File: src/rtl/trng_pkg.sv
// rtl/trng_pkg.sv - shared widths and transmitter state encoding for the TRNG UART path
package trng_pkg;

    localparam int WORD_W         = 32;
    localparam int BYTE_W         = 8;
    localparam int BYTES_PER_WORD = 4;

    typedef enum logic [2:0] {
        IDLE,
        START,
        DATA,
        PARITY,
        STOP
    } tx_state_t;

endpackage

File: src/rtl/trng_word_fifo.sv
// rtl/trng_word_fifo.sv - synchronous word FIFO; a push while full is accepted only alongside a pop
module trng_word_fifo #(
    parameter int DEPTH = 4,
    parameter int W     = 32
) (
    input  logic                   clk,
    input  logic                   rst_n,
    input  logic                   push_i,
    input  logic [W-1:0]           wdata_i,
    input  logic                   pop_i,
    output logic [W-1:0]           rdata_o,
    output logic                   full_o,
    output logic                   empty_o,
    output logic [$clog2(DEPTH):0] level_o
);

    localparam int PTR_W = $clog2(DEPTH);
    localparam int LVL_W = PTR_W + 1;

    logic [W-1:0]     mem_q [DEPTH];
    logic [PTR_W-1:0] wr_ptr_q;
    logic [PTR_W-1:0] rd_ptr_q;
    logic [LVL_W-1:0] level_q;
    logic             push_ok;
    logic             pop_ok;

    assign full_o  = (level_q == LVL_W'(DEPTH));
    assign empty_o = (level_q == '0);
    assign level_o = level_q;
    assign rdata_o = mem_q[rd_ptr_q];

    assign pop_ok  = pop_i && !empty_o;
    assign push_ok = push_i && (!full_o || pop_i);

    always_ff @(posedge clk) begin
        if (push_ok) begin
            mem_q[wr_ptr_q] <= wdata_i;
        end
    end

    // Pointers wrap through their natural width; DEPTH is a power of two.
    always_ff @(posedge clk or negedge rst_n) begin
        if (!rst_n) begin
            wr_ptr_q <= '0;
            rd_ptr_q <= '0;
            level_q  <= '0;
        end else begin
            if (push_ok) begin
                wr_ptr_q <= wr_ptr_q + 1'b1;
            end
            if (pop_ok) begin
                rd_ptr_q <= rd_ptr_q + 1'b1;
            end
            if (push_ok && !pop_ok) begin
                level_q <= level_q + 1'b1;
            end else if (!push_ok && pop_ok) begin
                level_q <= level_q - 1'b1;
            end
        end
    end

endmodule

File: src/rtl/trng_uart_tx.sv
// rtl/trng_uart_tx.sv - buffers TRNG words and sends each as 4 UART bytes, MSB byte first
// Optional even-parity framing (8E1) when TRNG_TX_PARITY_EN is defined; 8N1 otherwise.
module trng_uart_tx
    import trng_pkg::*;
#(
    parameter int CLK_FREQ_HZ = 100_000_000,
    parameter int BAUD        = 115_200,
    parameter int FIFO_DEPTH  = 4
) (
    input  logic                        clk,
    input  logic                        rst_n,
    input  logic [WORD_W-1:0]           word_in,
    input  logic                        word_valid,
    output logic                        tx,
    output logic                        busy,
    output logic                        overrun,
    output logic [$clog2(FIFO_DEPTH):0] fifo_level
);

    localparam int CLKS_PER_BIT = CLK_FREQ_HZ / BAUD;
    localparam int BAUD_W       = (CLKS_PER_BIT > 1) ? $clog2(CLKS_PER_BIT) : 1;
    localparam logic [BAUD_W-1:0] BAUD_LAST = BAUD_W'(CLKS_PER_BIT - 1);

    tx_state_t          state_q;
    logic [BAUD_W-1:0]  baud_q;
    logic [2:0]         bit_q;
    logic [1:0]         byte_q;
    logic [WORD_W-1:0]  word_q;
    logic               tx_q;
    logic               busy_q;
    logic               overrun_q;

    logic               fifo_full;
    logic               fifo_empty;
    logic [WORD_W-1:0]  fifo_rdata;
    logic               pop;
    logic               bit_end;
    logic [BYTE_W-1:0]  cur_byte;
    logic               tx_d;

    trng_word_fifo #(
        .DEPTH (FIFO_DEPTH),
        .W     (WORD_W)
    ) u_fifo (
        .clk     (clk),
        .rst_n   (rst_n),
        .push_i  (word_valid),
        .wdata_i (word_in),
        .pop_i   (pop),
        .rdata_o (fifo_rdata),
        .full_o  (fifo_full),
        .empty_o (fifo_empty),
        .level_o (fifo_level)
    );

    assign pop      = (state_q == IDLE) && !fifo_empty;
    assign bit_end  = (baud_q == BAUD_LAST);
    // ~byte_q equals 3-byte_q, so byte 0 selects bits [31:24].
    assign cur_byte = word_q[{~byte_q, 3'b000} +: BYTE_W];

    always_comb begin
        tx_d = 1'b1;
        case (state_q)
            START:   tx_d = 1'b0;
            DATA:    tx_d = cur_byte[bit_q];
            PARITY:  tx_d = ^cur_byte;
            default: tx_d = 1'b1;
        endcase
    end

    // The line and busy flag are registered from the current state, so both trail it by one cycle.
    always_ff @(posedge clk or negedge rst_n) begin
        if (!rst_n) begin
            state_q   <= IDLE;
            baud_q    <= '0;
            bit_q     <= '0;
            byte_q    <= '0;
            word_q    <= '0;
            tx_q      <= 1'b1;
            busy_q    <= 1'b0;
            overrun_q <= 1'b0;
        end else begin
            tx_q      <= tx_d;
            busy_q    <= (state_q != IDLE);
            overrun_q <= overrun_q | (word_valid & fifo_full & ~pop);
            case (state_q)
                IDLE: begin
                    baud_q <= '0;
                    if (pop) begin
                        word_q  <= fifo_rdata;
                        byte_q  <= '0;
                        bit_q   <= '0;
                        state_q <= START;
                    end
                end
                START: begin
                    if (bit_end) begin
                        baud_q  <= '0;
                        bit_q   <= '0;
                        state_q <= DATA;
                    end else begin
                        baud_q <= baud_q + 1'b1;
                    end
                end
                DATA: begin
                    if (bit_end) begin
                        baud_q <= '0;
                        bit_q  <= bit_q + 3'd1;
                        if (bit_q == 3'd7) begin
`ifdef TRNG_TX_PARITY_EN
                            state_q <= PARITY;
`else
                            state_q <= STOP;
`endif
                        end
                    end else begin
                        baud_q <= baud_q + 1'b1;
                    end
                end
`ifdef TRNG_TX_PARITY_EN
                PARITY: begin
                    if (bit_end) begin
                        baud_q  <= '0;
                        state_q <= STOP;
                    end else begin
                        baud_q <= baud_q + 1'b1;
                    end
                end
`endif
                STOP: begin
                    if (bit_end) begin
                        baud_q <= '0;
                        if (byte_q == 2'(BYTES_PER_WORD - 1)) begin
                            state_q <= IDLE;
                        end else begin
                            byte_q  <= byte_q + 2'd1;
                            state_q <= START;
                        end
                    end else begin
                        baud_q <= baud_q + 1'b1;
                    end
                end
                default: state_q <= IDLE;
            endcase
        end
    end

    assign tx      = tx_q;
    assign busy    = busy_q;
    assign overrun = overrun_q;

endmodule

File: config.mk
export PLATFORM = sky130hd
export DESIGN_NAME = trng_uart_tx
export DESIGN_NICKNAME = d
export VERILOG_FILES = /design/src/rtl/trng_pkg.sv /design/src/rtl/trng_word_fifo.sv /design/src/rtl/trng_uart_tx.sv
export SDC_FILE = /design/constraint.sdc
export NUM_CORES = 1
export LEC_CHECK = 0
export CAP_MARGIN = 20
export CORE_UTILIZATION = 55
export CTS_CLUSTER_DIAMETER = 80
export DETAILED_ROUTE_END_ITERATION = 10
export DONT_BUFFER_PORTS = 1
export GPL_TIMING_DRIVEN = 0
export PLACE_DENSITY = 0.69
export SYNTH_ARGS = -nofsm -noshare
export SYNTH_HDL_FRONTEND = slang
export SYNTH_SLANG_ARGS = --single-unit
export TNS_END_PERCENT = 5
File: constraint.sdc
create_clock -name clk -period 2.9 [get_ports clk]
set_input_delay 0.145 -clock clk [delete_from_list [all_inputs] [get_ports clk]]
set_output_delay 0.145 -clock clk [all_outputs]
set_load 0.02 [all_outputs]
# Word level (Yosys, flattened, before mapping)

Memory sizes are Yosys's and may differ from the RTL's. A register that Yosys moved wholly into a read port is not among the register bits.
Index checks and enable logic that the tools add are counted.

Add/sub/neg operators: 7
$lt $le $gt $ge: 1
Equality and inequality tests: 14
Shifts and indexed selects: 1
Muxes and demuxes: 24
Bitwise logic cells: 5
Reductions and logical operators: 24

Operator list:

| kind                                               | number |
|---|---|
| indexed part select 32 x 6 -> 8 bit                | 1 |
| 2-to-1 mux 3 bit                                   | 10 |
| one-hot mux 10 bit (2 select lines)                | 1 |
| != test 2 bit, second input constant               | 6 |
| one-hot mux 3 bit (4 select lines)                 | 1 |
| adder 10 x 1 -> 10 bit, second input constant      | 1 |
| == test 10 bit, second input constant              | 1 |
| 2-to-1 mux 10 bit                                  | 1 |
| == test 3 bit, second input constant               | 3 |
| one-hot mux 3 bit (3 select lines)                 | 1 |
| AND reduction 4 bit                                | 2 |
| parity 8 bit                                       | 1 |
| adder 2 x 1 -> 2 bit, second input constant        | 3 |
| adder 3 x 1 -> 3 bit, second input constant        | 2 |
| == test 3 x 2 -> 1 bit, second input constant      | 2 |
| logical NOT 3 bit                                  | 2 |
| 2-to-1 mux 2 bit                                   | 3 |
| nonzero test 2 bit                                 | 3 |
| nonzero test 3 bit                                 | 2 |
| logical AND 1 bit                                  | 5 |
| logical NOT 1 bit                                  | 5 |
| AND reduction 5 bit                                | 1 |
| < comparator 3 x 4 -> 1 bit, second input constant | 1 |
| 2-to-1 mux 1 bit                                   | 4 |
| other kinds (13)                                   | 14 |

Bits in registers: 28
Memory bits (writable): 128
Bits of input ports: 35
Output and inout port bits: 6
Logic and storage cells: 87
Memories kept: 1

Memories:

| name         | words | width | rd ports | clocked after memory_dff | wr ports | RTL line             | source |
|---|---|---|---|---|---|---|---|
| u_fifo.mem_q | 4     | 32    | 1        | 1                        | 1        | trng_word_fifo.sv:20 | `logic [W-1:0] mem_q [DEPTH];` |

# Logic depth before layout (Yosys ltp)

Gate-level depths: netlist of run 1.

Word-level depth: 9
Gate-level depth with buffers: 11
Gate-level depth less buffers: 8

# By module

From an unflattened synthesis of run 1, not the netlist that was laid out.

Cell total of the unflattened synthesis: 432
Area, all modules: 7,841.3 sq um

Modules (own cells, without submodules):

| module         | times used | cells an instance | area an instance (sq um) | sequential area each (sq um) |
|---|---|---|---|---|
| trng_word_fifo | 1          | 203               | 5,094.9                  | 4,018.9 |
| trng_uart_tx   | 1          | 229               | 2,746.4                  | 1,327.5 |

# Worst setup path after synthesis of run 1

No wires, ideal clock.

Kind: reg-to-reg
Start: register state_q[0]
End: memory u_fifo.mem_q[0][0] (enable)
Setup time: 0.392 ns
Arrival time: 2.169 ns
Data required time: 2.508 ns
Setup slack: 0.339 ns
Cell stages (with the launch flop): 5
Path buffers: 1
Clock period less this slack: 2.561 ns
Path through: dfrtp_1 > buf_4 > or3_1 > a31oi_1 > and2_1

Word-level cells in the longest chain between the ends: 6

Ends and longest elaborated chain:

| element                                | RTL line             | source |
|---|---|---|
| from (decl)                            | trng_uart_tx.sv:24   | `tx_state_t state_q;` |
| from (signal assigned)                 | trng_uart_tx.sv:74   | `state_q <= IDLE;` |
| from (signal assigned)                 | trng_uart_tx.sv:93   | `state_q <= START;` |
| from (signal assigned)                 | trng_uart_tx.sv:100  | `state_q <= DATA;` |
| logical NOT 3 bit                      | trng_uart_tx.sv:56   | `assign pop = (state_q == IDLE) && !fifo_empty;` |
| logical AND 1 bit                      | trng_uart_tx.sv:56   |  |
| logical OR 1 bit                       | trng_word_fifo.sv:33 | `assign push_ok = push_i && (!full_o \|\| pop_i);` |
| logical AND 1 bit                      | trng_word_fifo.sv:33 |  |
| via u_fifo.push_ok                     | trng_word_fifo.sv:24 | `logic push_ok;` |
| 2-to-1 mux 1 bit                       | trng_word_fifo.sv:36 | `if (push_ok) begin` |
| 2-to-1 mux 1 bit (not written as such) | trng_word_fifo.sv:37 | `mem_q[wr_ptr_q] <= wdata_i;` |
| to (decl)                              | trng_word_fifo.sv:20 |  |

The timed path passes the listed nets, and every way through them passes these cells.

# Worst setup path after layout of run 1

Start: register state_q[0]
End: register u_fifo.level_q[1] (netlist: u_fifo.level_o[1])

Word-level cells in the longest chain between the ends: 7
Elaborated cells between the ends (all ways): 11
Classes of those cells: 1 x mux; 10 x reduce/logical

Ends and longest elaborated chain:

| element                      | RTL line             | source |
|---|---|---|
| logical NOT 3 bit (*)        | trng_uart_tx.sv:56   |  |
| logical AND 1 bit (*)        | trng_uart_tx.sv:56   |  |
| logical OR 1 bit             | trng_word_fifo.sv:33 |  |
| logical AND 1 bit            | trng_word_fifo.sv:33 |  |
| logical NOT 1 bit            | trng_word_fifo.sv:56 | `end else if (!push_ok && pop_ok) begin` |
| logical AND 1 bit            | trng_word_fifo.sv:56 |  |
| nonzero test 2 bit (no line) | -                    |  |
| to (signal assigned)         | trng_word_fifo.sv:55 | `level_q <= level_q + 1'b1;` |
| to (signal assigned)         | trng_word_fifo.sv:57 | `level_q <= level_q - 1'b1;` |
| to (decl)                    | trng_word_fifo.sv:23 | `logic [LVL_W-1:0] level_q;` |

Every way passes the cells marked *; elsewhere a longest branch is shown, timed or not.
A chain may end at the register's enable or synchronous reset.

==> results of run 1 <==
cell usage in the layout (no fill, tap or decap), types with 2 or more instances in the layout:
cell / count
mux2i_1: 8
clkinvlp_4: 3
nand2b_1: 2
mux4_1: 5
nor2_1: 11
mux4_2: 34
nor4_1: 2
edfxtp_1: 128
inv_1: 10
inv_8: 3
xnor2_1: 16
nor3b_1: 2
clkinv_8: 2
inv_6: 2
mux2_2: 34
nand3b_1: 2
dfrtp_1: 59
a21oi_1: 8
clkbuf_16: 17
and2_2: 4
bufinv_16: 2
clkbuf_1: 9
dlygate4sd3_1: 34
or3_1: 3
nand2_1: 13
o21ai_0: 12
buf_2: 8
nand4_1: 2
nor3_1: 3
o22ai_1: 2
a311o_1: 2
nand3_1: 4
a22o_1: 5
nor2b_1: 2
xor2_1: 9
ha_1: 9
buf_12: 4
worst max-delay path by stage:
stage                     endpoint  slack (ns)  cells after the start         startpoint
2_1_floorplan   u_fifo.mem_q[0][0]        0.34                      4         state_q[0]
3_3_place_gp   u_fifo.mem_q[1][10]       -0.47                      4         state_q[0]
3_5_place_dp     u_fifo.level_o[2]        0.14                     10  u_fifo.level_o[0]
4_1_cts          u_fifo.level_o[2]        0.11                     10  u_fifo.level_o[0]
5_1_grt          u_fifo.level_o[1]        0.04                      9         state_q[0]
6_report         u_fifo.level_o[1]        0.18                      9         state_q[0]
through the flow:
stage / utilization (%) / cell area [µm²] / hold slack [ns] / setup WS, ns / cells
after floorplan: - / 7750 / -0.151 / 0.339 / 429
after CTS: 65.3 / 9030 / 0.0462 / 0.111 / 680
after detailed placement: 58.3 / 8060 / -0.149 / 0.136 / 613
after global routing: 65.4 / 9050 / 0.0355 / 0.0402 / 680
final: 65.4 / 9050 / 0.0239 / 0.180 / 680
after global placement: 57.7 / 7970 / -0.149 / -0.466 / 609
registers in the layout, summed over array words and instances, names as in the netlist:
register	count
u_fifo.mem_q	128
word_q	32
baud_q	10
bit_q	3
state_q	3
u_fifo.level_o	3
byte_q	2
u_fifo.rd_ptr_q	2
u_fifo.wr_ptr_q	2
busy	1
overrun	1
tx	1
critical path: cells and delay by family, from the launching register on:
kind          cells  cell delay (ns)
fa+ha+maj         2             0.65
buf+inv           4             0.66
simple gates      2             0.67
flops             1             0.36
mux               1             0.27
cell type report:
class	count	area share (%)
Clock inverter	15	2.03
Tap cell	180	2.49
Sequential cell	188	59.1
Inverter	10	0.415
Multi-Input combinational cell	211	25.2
Buffer	20	1.11
Clock buffer	17	4.70
Timing Repair Buffer	39	4.95
repair_timing:
action / 4_1_cts / 5_1_grt
hold buffers: 35 / 0
setup endpoints to repair: 0 / 2
endpoints found under the hold margin: 189 / 0
gates resized for setup: 0 / 3
kinds of logic (layout without fill, tap and decap cells):
kind of cell	after synthesis	after routing	share of synthesized area [%]
compound gates	37	37	3.20
fa+ha+maj	10	10	1.71
simple gates	58	58	3.96
mux	81	81	17.6
flops	188	188	69.0
buf+inv	30	101	1.74
xor+xnor	25	25	2.83
per-layer routing:
| layer | up-vias | GRT usage (%) | share of wire, % |
|---|---|---|---|
| li1 | 1795 | - | - |
| met1 | 2013 | 26.8 | 43 |
| met2 | 69 | 33.9 | 52 |
| met3 | 17 | 5.61 | 3.2 |
| met4 | 0 | 7.25 | 1.3 |
| met5 | - | 0 | 0 |
report_power, final:
| group | internal, W | switching, W | total [W] | leakage (nW) |
|---|---|---|---|---|
| Sequential | 0.00360 | 0.000401 | 0.00400 | 1.90 |
| Clock | 0.00130 | 0.00103 | 0.00234 | 0.289 |
| Combinational | 0.00124 | 0.00110 | 0.00233 | 1.03 |
| Total | 0.00614 | 0.00253 | 0.00867 | 3.22 |
==> impl_results.md, run 1 <==
* Status: finished, final reports clean
* FP Rows at 43
* Clock root buffer master: clkbuf_16
* Core area at 13,800 µm²
* Worst path cell trace: buf_4 -> or3_1 -> or2_1 -> buf_2 -> clkbuf_4 -> ha_1 -> inv_1 -> fa_1 -> mux2_2
* Dominant synthesized flop cell: edfxtp_1
* Fin crit share at 93.8%
* Postcts setup bufs at 0
* Multi-input logic area at 2280 µm²
* Min cycle time layout at 2.72 ns
* Slew @ Worst Pin at 0.664 ns
* Synth top cells by count: edfxtp_1 (128), dfrtp_1 (59), mux2_2 (34), mux4_2 (34), xnor2_1 (16)
* Critical Path AT at 3.04 ns
* Die span in x at 121 µm
* Setup crit start kind: flop
* Vias per cell at 5.73
* WS Path Type: flop to flop
* Master of the slowest instance on the critical path: or3_1
* Routed WL at 13.1 mm
* Crit Reg-Reg Startpoint: state_q[0]
* Fmax at 368 MHz
* Post-synth EDFFs at 128
* Hold path depth at 4
* Antenna Diode Count at 0
* Share of layout cells above drive strength 1 at 24.8%
* TritonCTS clock tree: done
* Syn Nets at 474
* DRC viols at 0
* Worst VDD drop at 0.597 mV
* Crit. End Element: flop
* Bufs on Longest Clock Path at 2
* Leak at 3.22 nW
* Most frequent cell after synthesis: edfxtp_1
* Slowest stage delay, CP at 0.42 ns
* GRT Total Usage at 20.7%
* Initial Util at 56.0%
* Reg clk slew, reported paths at 0.07 ns
* Synth area leaders: edfxtp_1 (50%), dfrtp_1 (19%), mux4_2 (9.9%)
* Filler cells at 916
* Ports at 41
* Cts bufs inserted at 17
* Cell taking the most area after synthesis: edfxtp_1
* Clk_lat worst skew at 0.43 ns
* Final GP Congestion at 0.799
* Largest net degree at the start of global routing at 61
* FF+latch area at 5350 µm²
* Final HPWL DP at 8.29 mm
* Syn avg cell area at 18.1 µm²
* Wire per inst at 19.3 µm
* First-pass GRT wire length at 21.7 mm
* Max FO, Critical Path at 10
* Flops & latches, synth at 188
* Hold WC Path Type: primary input to flop
* Initial antenna violation count at 0
* # setup viols final at 0
* Unrepaired setup endpoints after global routing: no
* Setup TNS at 0 ns
* Iter 0 DRT Violations at 258
* IO buf count at 0
* Cells after synthesis at 429
* Power Dens Cells at 958 nW/µm²
* Skew final at 0.00800 ns
* Post-Synthesis Cell Area at 7750 µm²
* Slew HR at 55.8%
* Final Hold Fails at 0
* Yosys warns at 0
* Remaining antenna violation count at 0
* Die area at 14,600 µm²
* Max Slew Vio Count at 0
* DRT Pass-1 Iters at 4
* Worst Min Path Start: word_valid
* Nets@finish at 532
* Reg2reg path depth at 9
* Synth async-reset ratio at 31.9%
* Clock Sinks at 188
* R2r endpoint: u_fifo.level_o[1]
* Sequential fraction of the synthesis area at 69.0%
* Layout area overhead at 16.8%
* Die height at 121 µm
* R2R setup slack at 0.18 ns
* Critical Path RT at 3.22 ns
* Cell variety after synth at 47
* Vias in the first global route at 4,066
* Via count at 3,894
* Hold endpoint: u_fifo.wr_ptr_q[1]
* Gr ovfl total at 0
* # H-tree levels at 4
* Top-area cell type share of the netlist area at 49.6%
* Total power at 0.00867 W
* Maxcap violations at 0
Note: power is estimated with default switching activity, not from simulation.
==> run 2: changes to the inputs <==
CORE_ASPECT_RATIO = 0.8   (was unset)
==> impl_results.md, run 2 (synthesis results as in run 1) <==
* Status: finished, final reports clean
* Reg2reg path depth at 9
* Psw at 0.00256 W
* Largest registers: u_fifo.mem_q: 128 flops, word_q: 32 flops, baud_q: 10 flops
* IO buf count at 0
* Comb power frac at 27.1%
* FP Rows at 38
* Final WS setup at 0.106 ns
* Slowest stage delay, CP at 0.42 ns
* Die area at 14,600 µm²
* Crit. End Element: flop
* Routed WL at 13.7 mm
* Core area at 13,600 µm²
* Wire per inst at 20.2 µm
* Slew @ Worst Pin at 0.691 ns
* Worst path cell trace: buf_4 -> or3_1 -> or2_1 -> buf_2 -> clkbuf_4 -> ha_1 -> inv_1 -> fa_1 -> mux2_2
* Total power at 0.00861 W
* Initial antenna violation count at 0
* TritonCTS clock tree: done
* Max FO, Critical Path at 10
* Leak at 3.21 nW
* Setup crit start kind: flop
* DRC viols at 0
* Critical Path RT at 3.21 ns
* Fin crit share at 96.3%
* Commonest non-fill, non-tap cell in the layout: edfxtp_1
* Die span in x at 135 µm
* Layout area overhead at 16.5%
* GRT Total Usage at 21.3%
* Power Dens Cells at 954 nW/µm²
* Clk_lat worst skew at 0.42 ns
* Remaining antenna violation count at 0
* Initial Util at 56.8%
* # H-tree levels at 4
* Final Hold Fails at 0
* Fmax at 358 MHz
* WS Path Type: flop to flop
* Clock Sinks at 188
* Nets@finish at 532
* Hold WS at 0.0275 ns
* P_int at 0.00605 W
* Filler cells at 929
* Reg clk slew, reported paths at 0.07 ns
* Gr ovfl total at 0
* Largest net degree at the start of global routing at 61
* Clock Power Share at 26.3%
* Final GP Congestion at 0.747
* Vias in the first global route at 4,018
* Hold WC Path Type: primary input to flop
* Vias per cell at 5.70
* Share of layout cells above drive strength 1 at 24.8%
* # setup viols final at 0
* Worst VDD drop at 0.710 mV
* Die height at 108 µm
* Skew final at 0.00700 ns
* Most flops, register: u_fifo.mem_q
* Hold path depth at 3
* DRT Pass-1 Iters at 4
* WP depth at 9
* Final HPWL DP at 8.94 mm
* DP Cell Count at 613
* Sw Ratio at 29.7%
* Combined buffer and inverter count along the critical path at 4
* Clock root buffer master: clkbuf_16
* Top Family by Delay on Critical Path: buffers and inverters
* Via count at 3,876
* Max reg flops at 128
* Final std cells w/o fill at 680
* Maxcap violations at 0
* Master of the slowest instance on the critical path: or3_1
* Sequential share of power at 46.7%
* Commonest cells after routing, fill and taps aside: edfxtp_1 (128), dfrtp_1 (59), mux4_2 (34), mux2_2 (34), dlygate4sd3_1 (34)
* Cts bufs inserted at 17
* Slew HR at 53.9%
* Critical Path AT at 3.10 ns
* Min cycle time layout at 2.79 ns
* First-pass GRT wire length at 22.4 mm
* Iter 0 DRT Violations at 244
* R2R setup slack at 0.11 ns
* Max Slew Vio Count at 0
* Place WS at -0.0448 ns
* Ports at 41
* Bufs on Longest Clock Path at 2
* Antenna Diode Count at 0
[run 2: cell types whose count changed in the layout (fill, tap and decap cells not counted), sizes merged]
cell,previous run,this run
clkinv,5,4
clkbuf,27,28
inv,15,17
clkinvlp,3,2
bufinv,2,1
[run 2: layout make-up]
cell class                 instances  area, µm²  area share [%]
tap                              180        225            2.50
sequential                       188       5350            59.2
buffer                            20        100            1.11
timing repair buffer              39        448            4.96
multi-input combinational        211       2290            25.4
inverter                          10       37.5           0.416
clock inverter                    14        150            1.66
clock buffer                      18        429            4.76
[run 2: worst paths after layout]
kind | start | to
min in group asynchronous | rst_n | word_q[4]
worst min-delay path | word_valid | u_fifo.wr_ptr_q[0]
worst max register to register | state_q[0] | u_fifo.level_o[1]
max in group asynchronous | rst_n | tx
worst max-delay path | state_q[0] | u_fifo.level_o[1]
worst min register to register | word_q[9] | word_q[9]
[run 2: power by group through the flow]
stage	sequential, W	clock [W]	combinational, W
2_1_floorplan	0.00392	0	0.00175
3_3_place_gp	0.00406	0	0.00216
3_5_place_dp	0.00407	0	0.00229
4_1_cts	0.00401	0.00228	0.00238
5_1_grt	0.00408	0.00241	0.00257
6_report	0.00402	0.00226	0.00233
[run 2: timing repair]
item | in CTS | in global routing
buffers inserted | 0 | 0
resized for setup | 1 | 3
endpoints found under the setup margin | 1 | 2
hold endpoints to repair | 189 | 0
hold buffers | 35 | 0
[run 2: stage by stage]
stage	cell area, µm²	util (%)	TNS (ns)
finish	9020	66.1	0
global route	9020	66.1	-0.00100
CTS	9010	66.0	0
detailed placement	8060	59.1	-0.0448
global placement	7970	58.4	-64.05
floorplan	7750	-	0
[run 2: worst reg2reg max path: cells and delay by family, from the launching register on]
kind,cells,cell delay [ns]
fa+ha+maj,2,0.68
buf+inv,4,0.69
flops,1,0.36
mux,1,0.27
simple gates,2,0.69
[run 2: layer usage]
layer  vias to the layer above  track usage [%]  part of all wire [%]
li1                       1793                -                     -
met1                      1994             29.9                    47
met2                        81             33.5                    48
met3                         8             5.86                   4.3
met4                         0             5.22                  0.58
met5                         -                0                     0
==> run 3: changes to the inputs <==
CORE_UTILIZATION = 50   (was 55)
PLACE_DENSITY = 0.64   (was 0.69)
RECOVER_POWER = 100   (was unset)
clock period = 3.3 ns   (was 2.9 ns; I/O delays follow)
==> impl_results.md, run 3 (synthesis results as in run 1) <==
* Iter 0 DRT Violations at 163
* Unrepaired setup endpoints after global routing: no
* Skew final at 0.00844 ns
* Final GP Congestion at 0.783
* Combined buffer and inverter count along the critical path at 2
* Gr ovfl total at 0
* Leak at 3.19 nW
* Critical Path Source: state_q[0]
* Postcts setup bufs at 0
* Vias per cell at 5.39
* Initial Util at 51.4%
* Final HPWL DP at 8.80 mm
* Final std cells w/o fill at 710
* Post-route cell area at 9000 µm²
* Cell Area, Placed at 8120 µm²
* Initial antenna violation count at 0
* Reg2reg path depth at 5
* Routed WL at 13.3 mm
* Total power at 0.00748 W
* Setup crit start kind: flop
* Most flops, register: u_fifo.mem_q
* Cts bufs inserted at 17
* Vias in the first global route at 4,133
* Worst VDD drop at 0.411 mV
* Clk_lat worst skew at 0.43 ns
* # H-tree levels at 4
* Fin crit share at 88.4%
* Core area at 15,100 µm²
* WS Path Type: flop to flop
* Via count at 3,828
* # setup viols final at 0
* Worst path cell trace: clkbuf_1 -> or3_1 -> a31oi_1 -> and2_1 -> buf_16
* Wire per inst at 18.8 µm
* DRT Pass-1 Iters at 4
* R2R setup slack at 0.38 ns
* Place WS at 0.470 ns
* Top Family by Delay on Critical Path: simple AND/OR/NAND/NOR gates
* Nets@finish at 532
* IO buf count at 0
* Largest net degree at the start of global routing at 61
* Max Slew Vio Count at 0
* Crit Reg-Reg Startpoint: state_q[0]
* Final WS setup at 0.383 ns
* Final Hold Fails at 0
* WP depth at 5
* Layout area overhead at 16.2%
* Min cycle time layout at 2.92 ns
* GRT Total Usage at 18.9%
* Status: finished, final reports clean
* Crit path capture: u_fifo.mem_q[1][7]
* Commonest non-fill, non-tap cell in the layout: edfxtp_1
* Slew HR at 3.43%
* FP Rows at 40
* Maxcap violations at 0
* Die height at 113 µm
* Share of layout cells above drive strength 1 at 22.4%
* Core Util, Final at 59.7%
* Clock root buffer master: clkbuf_16
* Reg clk slew, reported paths at 0.07 ns
* R2r endpoint: u_fifo.mem_q[1][7]
* Largest registers: u_fifo.mem_q: 128 flops, word_q: 32 flops, baud_q: 10 flops
* Fmax at 343 MHz
* Hold WC Path Type: primary input to flop
* Antenna Diode Count at 0
* TritonCTS clock tree: done
* Master of the slowest instance on the critical path: and2_1
* Die area at 16,000 µm²
* Crit. End Element: flop
* Power Dens Cells at 831 nW/µm²
* Remaining antenna violation count at 0
* Filler cells at 1,125
* DRC viols at 0
* Critical Path AT at 3.05 ns
* Worst Min Path Start: word_valid
* Commonest cells after routing, fill and taps aside: edfxtp_1 (128), dfrtp_1 (59), mux4_2 (34), mux2_2 (34), dlygate4sd3_1 (34)
* Slowest stage delay, CP at 0.79 ns
* Clock Sinks at 188
* Max reg flops at 128
* Critical Path RT at 3.44 ns
* First-pass GRT wire length at 22.1 mm
* Ports at 41
* DP Cell Count at 643
* Max FO, Critical Path at 20
* Die span in x at 141 µm
* Slew @ Worst Pin at 1.45 ns
* Bufs on Longest Clock Path at 2
==> run 3: per-stage QoR <==
step	hold WS, ns	setup TNS, ns
after global routing	0.0957	0
after global placement	-0.129	-7.13
final	0.0649	0
after detailed placement	-0.129	0
after floorplan	-0.131	0
after CTS	0.0466	0
==> run 3: worst min-delay path, delay by kind of cell <==
family,cells,cell delay (ns)
compound gates,1,0.10
xor+xnor,1,0.15
buf+inv,1,0.03
==> run 3: layout make-up <==
cell class | instances | area [µm²] | area share (%)
plain buffers | 20 | 82.6 | 0.918
clock inverters | 13 | 136 | 1.52
inverters | 10 | 37.5 | 0.417
well taps | 210 | 263 | 2.92
repair buffers | 39 | 433 | 4.81
clock buffers | 19 | 433 | 4.81
flip-flops and latches | 188 | 5350 | 59.4
multi-input cells | 211 | 2270 | 25.2
==> run 3: where the power goes <==
part	switching, W	internal [W]	total (W)	leakage, nW
sequential	0.000346	0.00316	0.00351	1.90
clock	0.000885	0.00106	0.00195	0.281
combinational	0.000949	0.00108	0.00203	1.01
total	0.00218	0.00530	0.00748	3.19
==> run 3: what timing repair did <==
action,in CTS,in global routing
resized for setup,0,0
hold buffers,35,0
endpoints found under the hold margin,189,0
setup endpoints to repair,0,0
==> run 3: how the worst min path moves through the flow <==
stage                              end  slack [ns]  cells after the start
floorplan                    baud_q[0]       -0.13                      0
global placement     u_fifo.level_o[0]       -0.13                      0
detailed placement  u_fifo.wr_ptr_q[0]       -0.13                      0
CTS                 u_fifo.wr_ptr_q[0]        0.05                      3
global route        u_fifo.wr_ptr_q[0]         0.1                      3
finish              u_fifo.wr_ptr_q[0]        0.06                      3
==> run 3: metal layers <==
layer	global-route usage [%]	wire [µm]
met4	6.30	151
met2	31.8	6700
met5	0	0
met3	4.82	437
met1	24.3	6050
